$ cat src/rtl/counter_pkg.sv
// Shared types for the programmable counter tiles: count modes, FSM states
// and count-direction constants.
package counter_pkg;

    typedef enum logic [1:0] {
        MODE_WRAP    = 2'd0,
        MODE_SAT     = 2'd1,
        MODE_ONESHOT = 2'd2
    } mode_t;

    typedef enum logic [1:0] {
        ST_IDLE = 2'd0,
        ST_RUN  = 2'd1,
        ST_DONE = 2'd2
    } state_t;

    localparam logic DIR_UP   = 1'b1;
    localparam logic DIR_DOWN = 1'b0;

    // The reserved encoding 3 counts exactly like WRAP.
    function automatic mode_t decode_mode(input logic [1:0] m);
        case (m)
            2'd1:    return MODE_SAT;
            2'd2:    return MODE_ONESHOT;
            default: return MODE_WRAP;
        endcase
    endfunction

endpackage

$ cat src/rtl/counter_prescaler.sv
// Clock-enable divider: one tick every PRESCALE cycles while active.
// Only built into prog_updown_counter when COUNTER_PRESCALE_EN is defined.
module counter_prescaler #(
    parameter int PRESCALE = 4
) (
    input  logic clk,
    input  logic reset,
    input  logic active,
    input  logic clr,
    output logic tick
);

    // A divide-by-1 still needs one flop so the vector is never zero-width.
    localparam int PW = (PRESCALE > 1) ? $clog2(PRESCALE) : 1;
    localparam logic [PW-1:0] LAST = PW'(PRESCALE - 1);

    logic [PW-1:0] cnt;

    assign tick = active && (cnt == LAST);

    always_ff @(posedge clk or posedge reset) begin
        if (reset) begin
            cnt <= '0;
        end else if (clr || !active || tick) begin
            cnt <= '0;
        end else begin
            cnt <= cnt + PW'(1);
        end
    end

endmodule

$ cat src/rtl/prog_updown_counter.sv
// Programmable up/down counter with WRAP / SAT / ONESHOT modes, compare
// flag and terminal-count pulse. COUNTER_PRESCALE_EN adds a tick prescaler.
module prog_updown_counter
    import counter_pkg::*;
#(
    parameter int WIDTH    = 8,
    parameter int MAX_VAL  = 2**WIDTH - 1,
    parameter int PRESCALE = 4
) (
    input  logic             clk,
    input  logic             reset,
    input  logic             en,
    input  logic             clear,
    input  logic             load,
    input  logic [WIDTH-1:0] load_val,
    input  logic             dir,
    input  logic [1:0]       mode,
    input  logic [WIDTH-1:0] cmp_val,
    output logic [WIDTH-1:0] count,
    output logic             tc,
    output logic             cmp_match,
    output logic             running,
    output state_t           state_dbg
);

    localparam logic [WIDTH-1:0] MAX_C = WIDTH'(MAX_VAL);

    state_t           state;
    mode_t            eff_mode;
    logic             tick;
    logic             step;
    logic             at_bound;
    logic             hit_bound;
    logic [WIDTH-1:0] boundary;
    logic [WIDTH-1:0] next_count;
    logic             next_tc;

`ifdef COUNTER_PRESCALE_EN
    counter_prescaler #(
        .PRESCALE(PRESCALE)
    ) u_prescaler (
        .clk    (clk),
        .reset  (reset),
        .active (state == ST_RUN && en),
        .clr    (clear || load),
        .tick   (tick)
    );
`else
    localparam int unused_prescale = PRESCALE;
    assign tick = 1'b1;
`endif

    assign running   = (state == ST_RUN);
    assign state_dbg = state;

    always_comb begin
        eff_mode   = decode_mode(mode);
        boundary   = (dir == DIR_UP) ? MAX_C : '0;
        at_bound   = (count == boundary);
        step       = (state == ST_RUN) && en && tick && !load && !clear;
        next_count = count;
        next_tc    = 1'b0;
        if (clear) begin
            next_count = '0;
        end else if (load) begin
            next_count = (load_val > MAX_C) ? MAX_C : load_val;
        end else if (step) begin
            if (at_bound) begin
                if (eff_mode == MODE_WRAP) begin
                    next_count = (dir == DIR_UP) ? '0 : MAX_C;
                end
            end else begin
                next_count = (dir == DIR_DOWN) ? count - WIDTH'(1) : count + WIDTH'(1);
            end
        end
        hit_bound = step && (next_count == boundary);
        // WRAP flags the wrap itself; SAT/ONESHOT flag the arrival only.
        if (eff_mode == MODE_WRAP) begin
            next_tc = step && at_bound;
        end else begin
            next_tc = hit_bound && !at_bound;
        end
    end

    always_ff @(posedge clk or posedge reset) begin
        if (reset) begin
            state     <= ST_IDLE;
            count     <= '0;
            tc        <= 1'b0;
            cmp_match <= 1'b0;
        end else begin
            count     <= next_count;
            tc        <= next_tc;
            cmp_match <= (next_count == cmp_val);
            if (clear) begin
                state <= ST_IDLE;
            end else begin
                case (state)
                    ST_IDLE: if (en) state <= ST_RUN;
                    ST_RUN: begin
                        if (!en) begin
                            state <= ST_IDLE;
                        end else if (eff_mode == MODE_ONESHOT && hit_bound) begin
                            state <= ST_DONE;
                        end
                    end
                    ST_DONE: begin
                        if (load || (eff_mode != MODE_ONESHOT && en)) begin
                            state <= ST_RUN;
                        end
                    end
                    default: state <= ST_IDLE;
                endcase
            end
        end
    end

endmodule

$ cat config.mk
export PLATFORM = sky130hd
export DESIGN_NAME = prog_updown_counter
export DESIGN_NICKNAME = d
export VERILOG_FILES = /design/src/rtl/counter_pkg.sv /design/src/rtl/counter_prescaler.sv /design/src/rtl/prog_updown_counter.sv
export SDC_FILE = /design/constraint.sdc
export NUM_CORES = 1
export LEC_CHECK = 0
export CORE_MARGIN = 4
export CORE_UTILIZATION = 28
export CTS_BUF_LIST = sky130_fd_sc_hd__clkbuf_4 sky130_fd_sc_hd__clkbuf_8
export CTS_CLUSTER_DIAMETER = 100
export DETAILED_ROUTE_END_ITERATION = 10
export HOLD_SLACK_MARGIN = 0.02
export PLACE_DENSITY = 0.61
export SETUP_SLACK_MARGIN = 0.2
export SYNTH_ARGS = -nofsm -noshare
export SYNTH_HDL_FRONTEND = slang
export SYNTH_SLANG_ARGS = --single-unit
$ cat constraint.sdc
create_clock -name clk -period 2.8 [get_ports clk]
set_input_delay 0.84 -clock clk [delete_from_list [all_inputs] [get_ports clk]]
set_output_delay 0.84 -clock clk [all_outputs]
set_load 0.005 [all_outputs]
==> results of run 1 <==
[flip-flops by register name, summed over array words and instances, names as in the netlist]
name       count
state_dbg      2
tc             1
cmp_match      1
count          8
[layout by cell type (no fill, tap or decap), types with 2 or more instances in the layout]
| cell | Yosys | final |
|---|---|---|
| nor3_1 | 4 | 2 |
| dlymetal6s2s_1 | 0 | 2 |
| o31ai_1 | 3 | 2 |
| a31o_2 | 2 | 2 |
| o21ai_0 | 4 | 2 |
| ha_4 | 0 | 6 |
| nor2_2 | 0 | 3 |
| nand2_2 | 0 | 3 |
| inv_2 | 0 | 2 |
| o21ai_2 | 0 | 2 |
| a211oi_2 | 1 | 2 |
| xor2_1 | 2 | 2 |
| a21oi_2 | 0 | 3 |
| nor2b_4 | 0 | 2 |
| nand4_1 | 3 | 3 |
| nand3_1 | 5 | 4 |
| nand2_1 | 11 | 8 |
| buf_6 | 2 | 9 |
| a22oi_1 | 3 | 3 |
| nand2b_1 | 4 | 3 |
| dfrtp_1 | 12 | 12 |
| xnor2_2 | 0 | 3 |
| nor2b_1 | 6 | 4 |
| o31ai_4 | 0 | 2 |
| xnor2_1 | 10 | 7 |
| a21oi_1 | 8 | 4 |
| nor4_4 | 0 | 2 |
| nor3_2 | 1 | 3 |
| clkdlybuf4s50_1 | 0 | 32 |
| and3_4 | 1 | 2 |
| and3_1 | 3 | 2 |
| buf_4 | 0 | 71 |
| nor2_1 | 12 | 9 |
| inv_1 | 8 | 4 |
| a2111oi_4 | 1 | 3 |
| clkbuf_8 | 0 | 4 |
[critical path: cells and delay by family]
family          cells  cell delay [ns]
buf+inv             4             0.98
compound gates      3             0.66
simple gates        3             0.60
[routing by layer]
layer,track usage (%),up-vias
li1,-,847
met1,24.2,858
met2,31.1,80
met3,3.13,23
met4,6.76,0
met5,0,-
[cell type report]
type | count | area share, %
Inverter | 8 | 1.61
Tap cell | 67 | 2.92
Timing Repair Buffer | 116 | 35.1
Sequential cell | 12 | 10.5
Multi-Input combinational cell | 134 | 48.0
Clock buffer | 4 | 1.92
[metrics by stage]
stage / hold slack (ns) / instances
global placement: 0.689 / 317
finish: 0.741 / 341
CTS: 0.726 / 333
detailed placement: 0.712 / 317
global route: 0.769 / 341
floorplan: 0.626 / 160
[repair_timing]
action	CTS	global route
pin swaps	27	19
resized for setup	52	31
buffers inserted	12	8
setup endpoints to repair	12	6
[cells by family after synthesis]
logic type | after synthesis | synth area share (%)
adders and majority gates | 8 | 7.90
DFF | 12 | 22.0
buffers and inverters | 14 | 5.05
AOI/OAI and AO/OA | 49 | 30.1
and+or+nand+nor | 65 | 27.2
xor gates and xnor gates | 12 | 7.71
[power groups by stage]
stage               Combinational, uW  Sequential [uW]  Clock, uW
global route                      522              199        213
global placement                  350              199          0
CTS                               430              198        201
finish                            491              198        195
detailed placement                352              199          0
floorplan                         166              200          0
[path summary, 6_finish.rpt]
| path | depth (start not counted) | start | to |
|---|---|---|---|
| max | 10 | en | state_dbg[1]$_DFFE_PP0P_ |
| min | 3 | state_dbg[0]$_DFFE_PP0P_ | state_dbg[0]$_DFFE_PP0P_ |
| max reg2reg | 10 | count[3]$_DFF_PP0_ | state_dbg[0]$_DFFE_PP0P_ |
| min reg2reg | 3 | state_dbg[0]$_DFFE_PP0P_ | state_dbg[0]$_DFFE_PP0P_ |
| max in group asynchronous | 2 | reset | count[4]$_DFF_PP0_ |
| min in group asynchronous | 2 | reset | count[2]$_DFF_PP0_ |
==> flow_summary.ini, run 1 <==
[timing]
setup_viol = 4
setup_slack_ns = -0.139
hold_viol_final = 0
slew_headroom_pct = 66.0
post-route-min-period_ns = 2.94
tightest_slew_ns = 0.509
fin_setup_tns_ns = -0.432
finClkSkew_ns = 0.00383
drv_slew = 0
fmax_ghz = 0.340
fin_crit_sh_pct = 105
rsz0062_at_grt = yes

[cts]
clkSlewWorstSetupHoldPaths_ns = 0.06
ctsHtreeMaxLevel = 1
cts_buffers = 3
root_buffer = clkbuf_8
cts_tree = yes
clkSinkCount = 12
postCtsHoldBufs = 0
clk-insertion-delay-late_ns = 0.25
clockBufferDepth = 2

[power]
power.switching_uw = 311
intPower_uw = 574
pwr-share-seq_pct = 22.4
power_density_nw_per_um2 = 308
p_sw_share_pct = 35.2
irDropWorstVdd_v = 0.000265
p_comb_share_pct = 55.5
leakage_uw = 0.00116
fin_total_pwr_uw = 885
p_clk_share_pct = 22.1

[logic_synthesis]
ys.flop_type = dfrtp_1
synth_common_cells = dfrtp_1 (12), nor2_1 (12), nand2_1 (11), xnor2_1 (10)
ys_seq_area_share_pct = 22.0
async_reset_ff_share_pct = 100
synth_nets = 192
synth_top_area_cell = dfrtp_1
netlist_instances = 160
ys_ff_latch = 12
syn_avg_cell_area_sq_um = 8.52
yosys.area.top_type_share_pct = 22.0
synth_edf_count = 0
synth_cell_types = 58
netlist_area_sq_um = 1360
yosys_warnings = 0
synthTopCellsByArea = dfrtp_1 (22%), ha_1 (6.4%), xnor2_1 (6.4%)

[global_route]
track_usage_pct = 18.7
grt_pass1_vias = 1738
grt_overflow = 0
grt_max_degree = 13
antenna_found_initial = 0
grt_pass1_wl_mm = 8.96

[routing]
maxUsedRoutingLayer = met4
viasPerCell = 5.30
met2WireLength_mm = 3.08
drtIter0Drc = 155
met3WireLength_microns = 355
routed_wl_mm = 6.16
drt_pass1_iterations = 4
drt-met1-wl_mm = 2.54
drtAntennaViolNets = 0
route.vias.total = 1808
drc_errors = 0
routedWlPerCell_microns = 18.1

[cells_and_area]
nNetsFinal = 307
final_util_pct = 60.8
fillCellCount = 385
drive_above_1_share_pct = 53.6
diodes = 0
multiInputGateArea_sq_um = 1380
seq_area_sq_um = 300
design_area_sq_um = 2870
synthToLayoutAreaGrowth_pct = 111

[worst_setup_path]
cp.arrival_ns = 3.07
worst_path_max_delay_cell = clkdlybuf4s50_1
startpoint_type = input pin
cp_common_cell = buf_4
reg2reg_slack_ns = 0.11
slowest_delay_ns = 0.49
cp-end-kind = flip-flop
crit_chain = clkdlybuf4s50_1, nand3b_1, buf_4, buf_4, a22oi_1, o32ai_2, buf_4, and4_1, and4b_1, a311o_1
required_ns = 2.93
critPathKind = in -> reg
cp_max_fo = 4

[floorplanning]
ios = 37
core_area_sq_um = 4720
rows = 25
die_y_microns = 77.8
fp.dieW_microns = 77.8
initial_utilization_pct = 28.8
die_area_sq_um = 6050

[placement]
place_congestion = 0.904
placement.io_buffers = 36
hpwl_mm = 3.92
pre_cts_slack_ns = -1.10
post_dp_cell_area_sq_um = 2290

[run_status]
status = complete, but fails checks
violations = setup timing

[job]
maxCapViolations = 0

[min_path]
hold_path.class = reg -> reg
Power figures use the tool's default switching activity.
==> run 2, diff against run 1 <==
- CORE_UTILIZATION: 28 -> 30
- PLACE_DENSITY: 0.61 -> 0.64
==> run 2 against run 1 <==
Against the previous run:
- the run still ends with setup timing left
- first-iteration DRC count down 34%
- clock power down 21%
- wire length down 9.2%
- global-route usage up 1.7 points
- combinational power down 15%
- die area down 6.0%
- worst setup slack worse by 0.049 ns
- clock skew up 0.0043 ns
- maximum frequency down 1.6%
- flip-flop and latch count unchanged
- via count down 5.6%
- register-to-register slack better by 0.10 ns
- critical path type unchanged
- largest cell class unchanged
- highest routed layer unchanged
==> flow_summary.ini, run 2 (synthesized netlist as in run 1, its figures left out) <==
[run_status]
status = complete, but fails checks
violations = setup timing

[worst_setup_path]
required_ns = 2.92
crit_end = state_dbg[1]$_DFFE_PP0P_
cp-end-kind = flip-flop
cp_max_fo = 7
r2r-end = state_dbg[1]$_DFFE_PP0P_
rr_startpoint = count[2]$_DFF_PP0_
startpoint_type = input pin
cp.arrival_ns = 3.11
reg2reg_slack_ns = 0.21
cp-startpoint = dir
worstRegToRegCells = 9
critPathKind = in -> reg

[routing]
drtIter0Drc = 102
drtAntennaViolNets = 0
drc_errors = 0
routed_wl_mm = 5.60
viasPerCell = 5.49
drt_pass1_iterations = 5
routedWlPerCell_microns = 18.0
route.vias.total = 1707

[global_route]
grt_overflow = 0
grt_max_degree = 13
grt_pass1_vias = 1739
track_usage_pct = 20.4
grt_pass1_wl_mm = 8.72
antenna_found_initial = 0

[power]
pwr-share-seq_pct = 25.4
p_clk_share_pct = 20.2
p_sw_share_pct = 34.7
p_comb_share_pct = 54.4
irDropWorstVdd_v = 0.000276
power.switching_uw = 266
intPower_uw = 502
power_density_nw_per_um2 = 297
fin_total_pwr_uw = 768
leakage_uw = 0.00104

[cts]
clkSinkCount = 12
cts_buffers = 3
root_buffer = clkbuf_8
clk-insertion-delay-late_ns = 0.24
cts_tree = yes
clockBufferDepth = 2
postCtsHoldBufs = 0
clkSlewWorstSetupHoldPaths_ns = 0.06
ctsHtreeMaxLevel = 1

[floorplanning]
rows = 24
die_y_microns = 75.4
die_area_sq_um = 5680
ios = 37
fp.dieW_microns = 75.4
initial_utilization_pct = 31.1
core_area_sq_um = 4380

[timing]
fmax_ghz = 0.335
setup_slack_ns = -0.188
fin_setup_tns_ns = -0.517
hold_viol_final = 0
drv_slew = 0
post-route-min-period_ns = 2.99
rsz0062_at_grt = yes
setup_viol = 4
tightest_slew_ns = 0.555
finClkSkew_ns = 0.00813
fin_crit_sh_pct = 107
slew_headroom_pct = 62.6

[cells_and_area]
synthToLayoutAreaGrowth_pct = 89.6
design_area_sq_um = 2580
final_common_cell = buf_4
drive_above_1_share_pct = 42.1
regMostFlops = count
largest_reg_flops = 8
final_util_pct = 58.9
fillCellCount = 374
diodes = 0
layout.cells.most_common_list = buf_4 (58), clkdlybuf4s50_1 (33), nor2_1 (12), dfrtp_1 (12), nand2_1 (10)
nNetsFinal = 293

[placement]
hpwl_mm = 4.20
pre_cts_slack_ns = -0.995
post_dp_cell_area_sq_um = 2280
place_congestion = 0.892
placement.io_buffers = 36

[job]
maxCapViolations = 0

[min_path]
hold_path.class = reg -> reg
## run 2: power by group through the flow
stage / Clock, uW / Combinational (uW) / Sequential, uW
floorplan: 0 / 166 / 200
global placement: 0 / 351 / 197
detailed placement: 0 / 353 / 197
CTS: 160 / 397 / 195
global route: 170 / 448 / 195
finish: 155 / 418 / 195
## run 2: repair_timing
item | 4_1_cts | 5_1_grt
pin swaps | 18 | 8
setup endpoints to repair | 12 | 5
setup buffers | 5 | 1
resized for setup | 43 | 9
## run 2: layout make-up
cell class,count,area (sq um),area share [%]
inverters,8,37.5,1.45
well taps,52,65.1,2.52
repair buffers,102,901,34.9
multi-input cells,134,1240,47.9
clock buffers,3,41.3,1.60
flip-flops and latches,12,300,11.6
## run 2: metrics by stage
| step | cells | hold slack, ns |
|---|---|---|
| final | 311 | 0.684 |
| after floorplan | 160 | 0.626 |
| after global routing | 311 | 0.726 |
| after CTS | 310 | 0.689 |
| after detailed placement | 302 | 0.685 |
| after global placement | 302 | 0.677 |
## run 2: critical path, cell delays in order
cell and delay [ns]:
buf_8 0.11, inv_8 0.07, ha_2 0.30, a21oi_2 0.19, buf_4 0.14, a21oi_1 0.11
nor4_1 0.53, o32ai_4 0.16, and3_4 0.20, and4b_1 0.18, a311o_1 0.27
## run 2: routing by layer
layer  routed length, microns  track usage, %  vias up  share of wire, %
met4                      129            5.05        0               2.3
met2                     2770            35.2       58                50
met1                     2340            25.9      814                42
met5                        0               0        -                 0
met3                      351            4.35       13               6.3
li1                         -               -      822                 -
## run 2: worst min path at each step
stage	from	to	slack (ns)	cells past startpoint
detailed placement	state_dbg[0]$_DFFE_PP0P_	state_dbg[0]$_DFFE_PP0P_	0.69	3
global placement	state_dbg[0]$_DFFE_PP0P_	state_dbg[0]$_DFFE_PP0P_	0.68	3
CTS	state_dbg[0]$_DFFE_PP0P_	state_dbg[0]$_DFFE_PP0P_	0.69	3
floorplan	state_dbg[0]$_DFFE_PP0P_	state_dbg[0]$_DFFE_PP0P_	0.63	3
finish	state_dbg[0]$_DFFE_PP0P_	state_dbg[0]$_DFFE_PP0P_	0.68	3
global route	state_dbg[0]$_DFFE_PP0P_	state_dbg[0]$_DFFE_PP0P_	0.73	3
